**config.mk**
```make
export PLATFORM = sky130hd
export DESIGN_NAME = key_debounce_array_flat
export DESIGN_NICKNAME = d
export VERILOG_FILES = /design/src/rtl/key_debounce_array_if.sv /design/src/rtl/key_debounce_array.sv /design/src/flat_wrapper.sv
export SDC_FILE = /design/constraint.sdc
export NUM_CORES = 1
export LEC_CHECK = 0
export ABC_AREA = 1
export ABC_CLOCK_PERIOD_IN_PS = 1990
export BUFFER_PORTS_ARGS = -buffer_cell sky130_fd_sc_hd__buf_2
export CAP_MARGIN = 5
export CORE_MARGIN = 4
export CORE_UTILIZATION = 30
export CTS_BUF_LIST = sky130_fd_sc_hd__clkbuf_8 sky130_fd_sc_hd__clkbuf_16
export CTS_CLUSTER_DIAMETER = 30
export DETAILED_ROUTE_END_ITERATION = 8
export PLACE_DENSITY = 0.44
export SKIP_CTS_REPAIR_TIMING = 1
export SYNTH_ARGS = -nofsm -noshare
export SYNTH_HDL_FRONTEND = slang
export SYNTH_SLANG_ARGS = --single-unit
export TNS_END_PERCENT = 5
```
**constraint.sdc**
```tcl
create_clock -name VGA_CLK -period 1.99 [get_ports VGA_CLK]
set_clock_uncertainty 0.2 [all_clocks]
set_input_delay 0.199 -clock VGA_CLK [delete_from_list [all_inputs] [get_ports VGA_CLK]]
set_output_delay 0.199 -clock VGA_CLK [all_outputs]
set_load 0.01 [all_outputs]
```
**src/rtl/key_debounce_array_if.sv**
```systemverilog
// Key debouncer port bundle: raw keys in, debounced levels/pulses/code out.
// master = debouncer side, slave = consumer (game FSM) side.
interface key_debounce_array_if #(
  parameter int N = 4
) ();
  localparam int CW = (N > 1) ? $clog2(N) : 1;

  logic [N-1:0]  keys_raw;
  logic [N-1:0]  key_level;
  logic [N-1:0]  key_press;
  logic [N-1:0]  key_release;
  logic [CW-1:0] key_code;
  logic          key_valid;

  modport master (
    input  keys_raw,
    output key_level, key_press, key_release, key_code, key_valid
  );

  modport slave (
    output keys_raw,
    input  key_level, key_press, key_release, key_code, key_valid
  );
endinterface

```
**src/rtl/key_debounce_array.sv**
```systemverilog
// N-channel key debouncer: 2-FF sync, tick-sampled stability counters, press/release pulses; DEB_REPEAT_EN adds auto-repeat.
// Latency: raw step -> key_level within 2 + STABLE*2**TICK_DIV clocks; key_press/key_release one clock after key_level.
// Backpressure: none; levels and single-cycle pulses are free-running and must be consumed as they appear.
module key_debounce_array #(
  parameter int N         = 4,
  parameter int TICK_DIV  = 21,
  parameter int STABLE    = 3,
  parameter int EXCLUSIVE = 1,
  parameter int RPT_DELAY = 24,
  parameter int RPT_RATE  = 6
) (
  input logic                 VGA_CLK,
  input logic                 reset,
  key_debounce_array_if.master kif
);

  localparam int CW   = (N > 1) ? $clog2(N) : 1;
  localparam int CNTW = 4;

  if (N < 1 || N > 16) begin : g_bad_n
    $error("key_debounce_array: N must be in 1..16");
  end
  if (STABLE < 1 || STABLE > 15) begin : g_bad_stable
    $error("key_debounce_array: STABLE must be in 1..15");
  end
  if (TICK_DIV < 1) begin : g_bad_tick
    $error("key_debounce_array: TICK_DIV must be at least 1");
  end
  if (RPT_DELAY < 1 || RPT_DELAY > 255 || RPT_RATE < 1 || RPT_RATE > 255) begin : g_bad_rpt
    $error("key_debounce_array: RPT_DELAY and RPT_RATE must be in 1..255");
  end

  logic [N-1:0]        sync1, sync2;
  logic [N-1:0]        samp, others;
  logic [N-1:0]        level, level_d;
  logic [N-1:0]        flip;
  logic [N-1:0]        press_q, release_q;
  logic [N-1:0]        rpt_hit;
  logic [CNTW-1:0]     cnt [N];
  logic [TICK_DIV-1:0] tick_cnt;
  logic                tick;
  logic [CW-1:0]       key_code_w;

  always_ff @(posedge VGA_CLK or negedge reset) begin
    if (!reset) begin
      sync1 <= '0;
      sync2 <= '0;
    end else begin
      sync1 <= kif.keys_raw;
      sync2 <= sync1;
    end
  end

  always_ff @(posedge VGA_CLK or negedge reset) begin
    if (!reset) begin
      tick_cnt <= '0;
    end else begin
      tick_cnt <= tick_cnt + 1'b1;
    end
  end

  assign tick = &tick_cnt;

  // In exclusive mode a key only counts as pressed while it is the sole key down.
  always_comb begin
    samp   = sync2;
    others = '0;
    if (EXCLUSIVE != 0) begin
      for (int i = 0; i < N; i++) begin
        others    = sync2;
        others[i] = 1'b0;
        samp[i]   = sync2[i] & ~(|others);
      end
    end
  end

  always_comb begin
    flip = '0;
    for (int i = 0; i < N; i++) begin
      flip[i] = tick && (samp[i] != level[i]) && (cnt[i] == CNTW'(STABLE - 1));
    end
  end

  always_ff @(posedge VGA_CLK or negedge reset) begin
    if (!reset) begin
      level <= '0;
      for (int i = 0; i < N; i++) begin
        cnt[i] <= '0;
      end
    end else if (tick) begin
      for (int i = 0; i < N; i++) begin
        if (samp[i] == level[i]) begin
          cnt[i] <= '0;
        end else if (flip[i]) begin
          level[i] <= samp[i];
          cnt[i]   <= '0;
        end else begin
          cnt[i] <= cnt[i] + 1'b1;
        end
      end
    end
  end

`ifdef DEB_REPEAT_EN
  logic [7:0]   rpt_cnt [N];
  logic [7:0]   rpt_inc [N];
  logic [N-1:0] rpt_arm;

  always_comb begin
    for (int i = 0; i < N; i++) begin
      rpt_inc[i] = (rpt_cnt[i] == 8'hFF) ? 8'hFF : rpt_cnt[i] + 8'd1;
    end
  end

  // First period runs to RPT_DELAY, after that the counter re-arms on RPT_RATE.
  always_ff @(posedge VGA_CLK or negedge reset) begin
    if (!reset) begin
      rpt_arm <= '0;
      rpt_hit <= '0;
      for (int i = 0; i < N; i++) begin
        rpt_cnt[i] <= '0;
      end
    end else begin
      rpt_hit <= '0;
      for (int i = 0; i < N; i++) begin
        if (!level[i] || flip[i]) begin
          rpt_cnt[i] <= '0;
          rpt_arm[i] <= 1'b0;
        end else if (tick) begin
          if (rpt_inc[i] == (rpt_arm[i] ? 8'(RPT_RATE) : 8'(RPT_DELAY))) begin
            rpt_hit[i] <= 1'b1;
            rpt_arm[i] <= 1'b1;
            rpt_cnt[i] <= '0;
          end else begin
            rpt_cnt[i] <= rpt_inc[i];
          end
        end
      end
    end
  end
`else
  assign rpt_hit = '0;
`endif

  // Press is gated by level so a press can never share a cycle with a release.
  always_ff @(posedge VGA_CLK or negedge reset) begin
    if (!reset) begin
      level_d   <= '0;
      press_q   <= '0;
      release_q <= '0;
    end else begin
      level_d   <= level;
      press_q   <= level & (~level_d | rpt_hit);
      release_q <= ~level & level_d;
    end
  end

  always_comb begin
    key_code_w = '0;
    for (int i = N - 1; i >= 0; i--) begin
      if (press_q[i]) key_code_w = CW'(i);
    end
  end

  assign kif.key_level   = level;
  assign kif.key_press   = press_q;
  assign kif.key_release = release_q;
  assign kif.key_code    = key_code_w;
  assign kif.key_valid   = |press_q;

endmodule

```
**src/flat_wrapper.sv**
```systemverilog
// flat-port wrapper written by rule: the top's interface ports become plain ports
module key_debounce_array_flat 
#(
  parameter int N         = 4,
  parameter int TICK_DIV  = 21,
  parameter int STABLE    = 3,
  parameter int EXCLUSIVE = 1,
  parameter int RPT_DELAY = 24,
  parameter int RPT_RATE  = 6
)
  (VGA_CLK, reset, kif_keys_raw, kif_key_level, kif_key_press, kif_key_release, kif_key_code, kif_key_valid);
  key_debounce_array_if #(.N(N)) kif_i ();
  input logic VGA_CLK;
  input logic reset;
  input wire logic [$bits(kif_i.keys_raw)-1:0] kif_keys_raw;
  output wire logic [$bits(kif_i.key_level)-1:0] kif_key_level;
  output wire logic [$bits(kif_i.key_press)-1:0] kif_key_press;
  output wire logic [$bits(kif_i.key_release)-1:0] kif_key_release;
  output wire logic [$bits(kif_i.key_code)-1:0] kif_key_code;
  output wire logic [$bits(kif_i.key_valid)-1:0] kif_key_valid;
  assign kif_i.keys_raw = kif_keys_raw;
  assign kif_key_level = kif_i.key_level;
  assign kif_key_press = kif_i.key_press;
  assign kif_key_release = kif_i.key_release;
  assign kif_key_code = kif_i.key_code;
  assign kif_key_valid = kif_i.key_valid;
  key_debounce_array #(.N(N), .TICK_DIV(TICK_DIV), .STABLE(STABLE), .EXCLUSIVE(EXCLUSIVE), .RPT_DELAY(RPT_DELAY), .RPT_RATE(RPT_RATE)) u_core (.VGA_CLK(VGA_CLK), .reset(reset), .kif(kif_i));
endmodule
```
==> results.py <==
metrics = {
    "timing": {
        "finalSetupViolations": 0,
        "finalHoldViolCount": 0,
        "fin_setup_tns_ns": 0,
        "fmaxAchievable_mhz": 547,
        "post-route-period-util": 0.918,
        "period_needed_ns": 1.83,
        "slew_violations": 0,
        "tightestPinTransition_ns": 0.335,
        "rsz0062_at_grt": "no",
        "maxSlewHeadroom": 0.777,
    },
    "setup_path": {
        "worstSetupPathType": "flip-flop to flip-flop",
        "path_max_fanout": 14,
        "path_buf_inv": 1,
        "crit_top_cell": "nand2_1",
        "cp_top_family": "simple AND/OR/NAND/NOR gates",
        "crit_path_cell_trace": "ha_2 > nand2_2 > nor2_4 > nand2_4 > nor2_8 > nand2_8 > inv_6 > nand2_1 > nand2_1 > o21ai_1",
        "crit_required_ns": 2.01,
        "slowest_delay_ns": 0.37,
        "cp-start-kind": "flip-flop",
        "arrival_ns": 1.85,
        "cp-end-kind": "flip-flop",
        "crit_slowest_cell": "dfrtp_1",
    },
    "placed_design": {
        "io_buffers": 20,
        "placed_cells": 417,
        "dpl_cell_area_um2": 3060,
        "hpwl_um": 3520,
        "gp_congestion": 0.713,
    },
    "synth": {
        "synth_top_area_frac": 0.539,
        "ys_top_cells_by_count": "nand2_1 (63), dfrtp_1 (61), nor2_1 (38)",
        "synth_ff_type": "dfrtp_1",
        "yosys_warnings": 0,
        "synth-edff-count": 0,
        "async_flop_share": 1.00,
        "yosysTopAreaCell": "dfrtp_1",
        "ys_seq_area_frac": 0.539,
        "synth_area_leaders": "dfrtp_1 (54%), nand2_1 (8.3%), xor2_1 (7.1%)",
        "syn_nets": 302,
        "yosysUniqueCellTypes": 26,
        "syn_inst": 287,
        "netlist_area_um2": 2830,
        "post_synth.cell_area_avg_um2": 9.87,
        "synth.most_common_cell": "nand2_1",
        "ys_seq_elements": 61,
    },
    "floorplan": {
        "row_count": 35,
        "start_util": 0.308,
        "fp.dieH_um": 105,
        "core_um2": 9200,
        "dieArea_um2": 11100,
        "die_x_um": 105,
        "pin_count": 21,
    },
    "global_route": {
        "grt_use_total": 0.103,
        "first_global_vias": 1807,
        "grt_max_degree": 62,
        "antenna_found_initial": 0,
        "grt_overflow": 0,
        "grt_first_pass_wirelength_um": 8990,
    },
    "power_and_ir_drop": {
        "ir_worst_vdd_mv": 0.286,
        "fin_total_pwr_mw": 2.55,
        "cellPowerDensity_nw_per_um2": 759,
        "p_leak_nw": 1.70,
    },
    "drt": {
        "wl_met3_um": 158,
        "dr_wl_met2_um": 2230,
        "top_layer_used": "met4",
        "drtIter0Drc": 66,
        "met1_length_um": 2570,
        "num_vias": 1886,
        "wire_per_inst_um": 11.5,
        "firstDrtPassIters": 4,
        "via_per_inst": 4.29,
        "routed_wl_um": 5080,
        "drc": 0,
        "antenna_left": 0,
    },
    "clocking": {
        "root_buffer": "clkbuf_8",
        "cts_buffer_depth": 2,
        "clk_pin_slew_ns": 0.07,
        "h-tree-depth": 3,
        "cts.sinks": 61,
        "cts-buffers-inserted": 9,
        "cts_tree": "done",
        "insertion_delay_ns": 0.33,
    },
    "flow_run": {
        "cap_violations": 0,
    },
    "cells_and_area": {
        "final_nets": 339,
        "area_delta_synth_final_pct": 18.4,
        "diodes": 0,
        "final_area_um2": 3350,
        "drive_gt1_frac": 0.191,
        "finalNonFillerCells": 440,
    },
    "worst_hold_path": {
        "hold_path_class": "flip-flop to flip-flop",
    },
    "status": {
        "outcome": "complete, no violations",
    },
}
## state kept, by name (all words and copies together), names as in the netlist
name and flops:
u_core.cnt 16, u_core.kif.key_level 4, u_core.kif.key_press 4, u_core.kif.key_release 4, u_core.level_d 4, u_core.sync1 4, u_core.sync2 4, u_core.tick_cnt 21
## routing by layer
metal | up-vias | GRT usage
met1 | 877 | 0.143
met3 | 8 | 0.0278
met5 | - | 0
met4 | 0 | 0.0562
li1 | 974 | -
met2 | 27 | 0.143
## final cells by class
cell class | count | area (um^2)
inverters | 25 | 98.8
fillers | 941 | 5840
repair buffers | 28 | 185
well taps | 111 | 139
multi-input cells | 199 | 1180
clock inverters | 5 | 73.8
clock buffers | 11 | 151
flip-flops and latches | 61 | 1530
## cell usage in the layout (no fill, tap or decap)
cell | Yosys | routed
a21oi_1 | 2 | 2
buf_12 | 1 | 1
buf_2 | 0 | 20
buf_4 | 0 | 2
bufinv_16 | 0 | 2
clkbuf_8 | 0 | 11
clkinv_2 | 0 | 2
dfrtp_1 | 61 | 61
dlygate4sd3_1 | 0 | 5
ha_1 | 9 | 8
ha_2 | 0 | 1
inv_1 | 22 | 23
inv_2 | 2 | 2
inv_6 | 1 | 1
nand2_1 | 63 | 63
nand2_2 | 5 | 5
nand2_4 | 1 | 1
nand2_8 | 1 | 1
nand3_1 | 19 | 19
nand3b_1 | 5 | 5
nand4_1 | 2 | 2
nor2_1 | 38 | 38
nor2_2 | 3 | 3
nor2_4 | 8 | 8
nor2_8 | 2 | 2
nor3_1 | 4 | 4
nor4_1 | 1 | 1
o21ai_0 | 5 | 5
o21ai_1 | 1 | 1
o21ai_2 | 1 | 1
xnor2_1 | 6 | 6
xor2_1 | 23 | 23
## cells by family (layout without fill, tap and decap cells)
| kind of cell | after synthesis | in the layout | share of synthesized area |
|---|---|---|---|
| adders and majority gates | 9 | 9 | 0.0397 |
| buffers and inverters | 27 | 69 | 0.0459 |
| and+or+nand+nor | 152 | 152 | 0.269 |
| AOI/OAI and AO/OA | 9 | 9 | 0.0172 |
| DFF | 61 | 61 | 0.539 |
| xor gates and xnor gates | 29 | 29 | 0.0896 |
## final timing paths
check                              startpoint  slack [ns]  depth (start not counted)                   endpoint
setup / recovery           u_core.tick_cnt[0]        0.16                         10    u_core.kif.key_level[2]
hold / removal                u_core.sync1[1]        0.15                          0            u_core.sync2[1]
setup reg to reg           u_core.tick_cnt[0]        0.16                         10    u_core.kif.key_level[2]
hold reg to reg               u_core.sync1[1]        0.15                          0            u_core.sync2[1]
max in group asynchronous               reset        1.11                          3         u_core.tick_cnt[5]
min in group asynchronous               reset        0.20                          3  u_core.kif.key_release[3]
## where the power goes
group	internal [mW]	switching (mW)	total, mW
registers	1.25	0.00343	1.25
logic	0.0168	0.0328	0.0496
clock network	0.765	0.480	1.25
total	2.03	0.517	2.55
## per-stage QoR
step           hold WS, ns  setup WS [ns]   util
2_1_floorplan       -0.297          0.295      -
3_3_place_gp        0.0383          0.129  0.333
3_5_place_dp        0.0439         0.0945  0.333
4_1_cts             -0.330         0.0849  0.357
5_1_grt              0.157         0.0142  0.365
6_report             0.149          0.162  0.365
## worst register-to-register path, cell delays in order, from the launching register on
cell     delay (ns)
dfrtp_1        0.37
ha_2           0.20
nand2_2        0.08
nor2_4         0.14
nand2_4        0.10
nor2_8         0.16
nand2_8        0.15
inv_6          0.14
nand2_1        0.08
nand2_1        0.05
o21ai_1        0.05
Power figures use the tool's default switching activity.
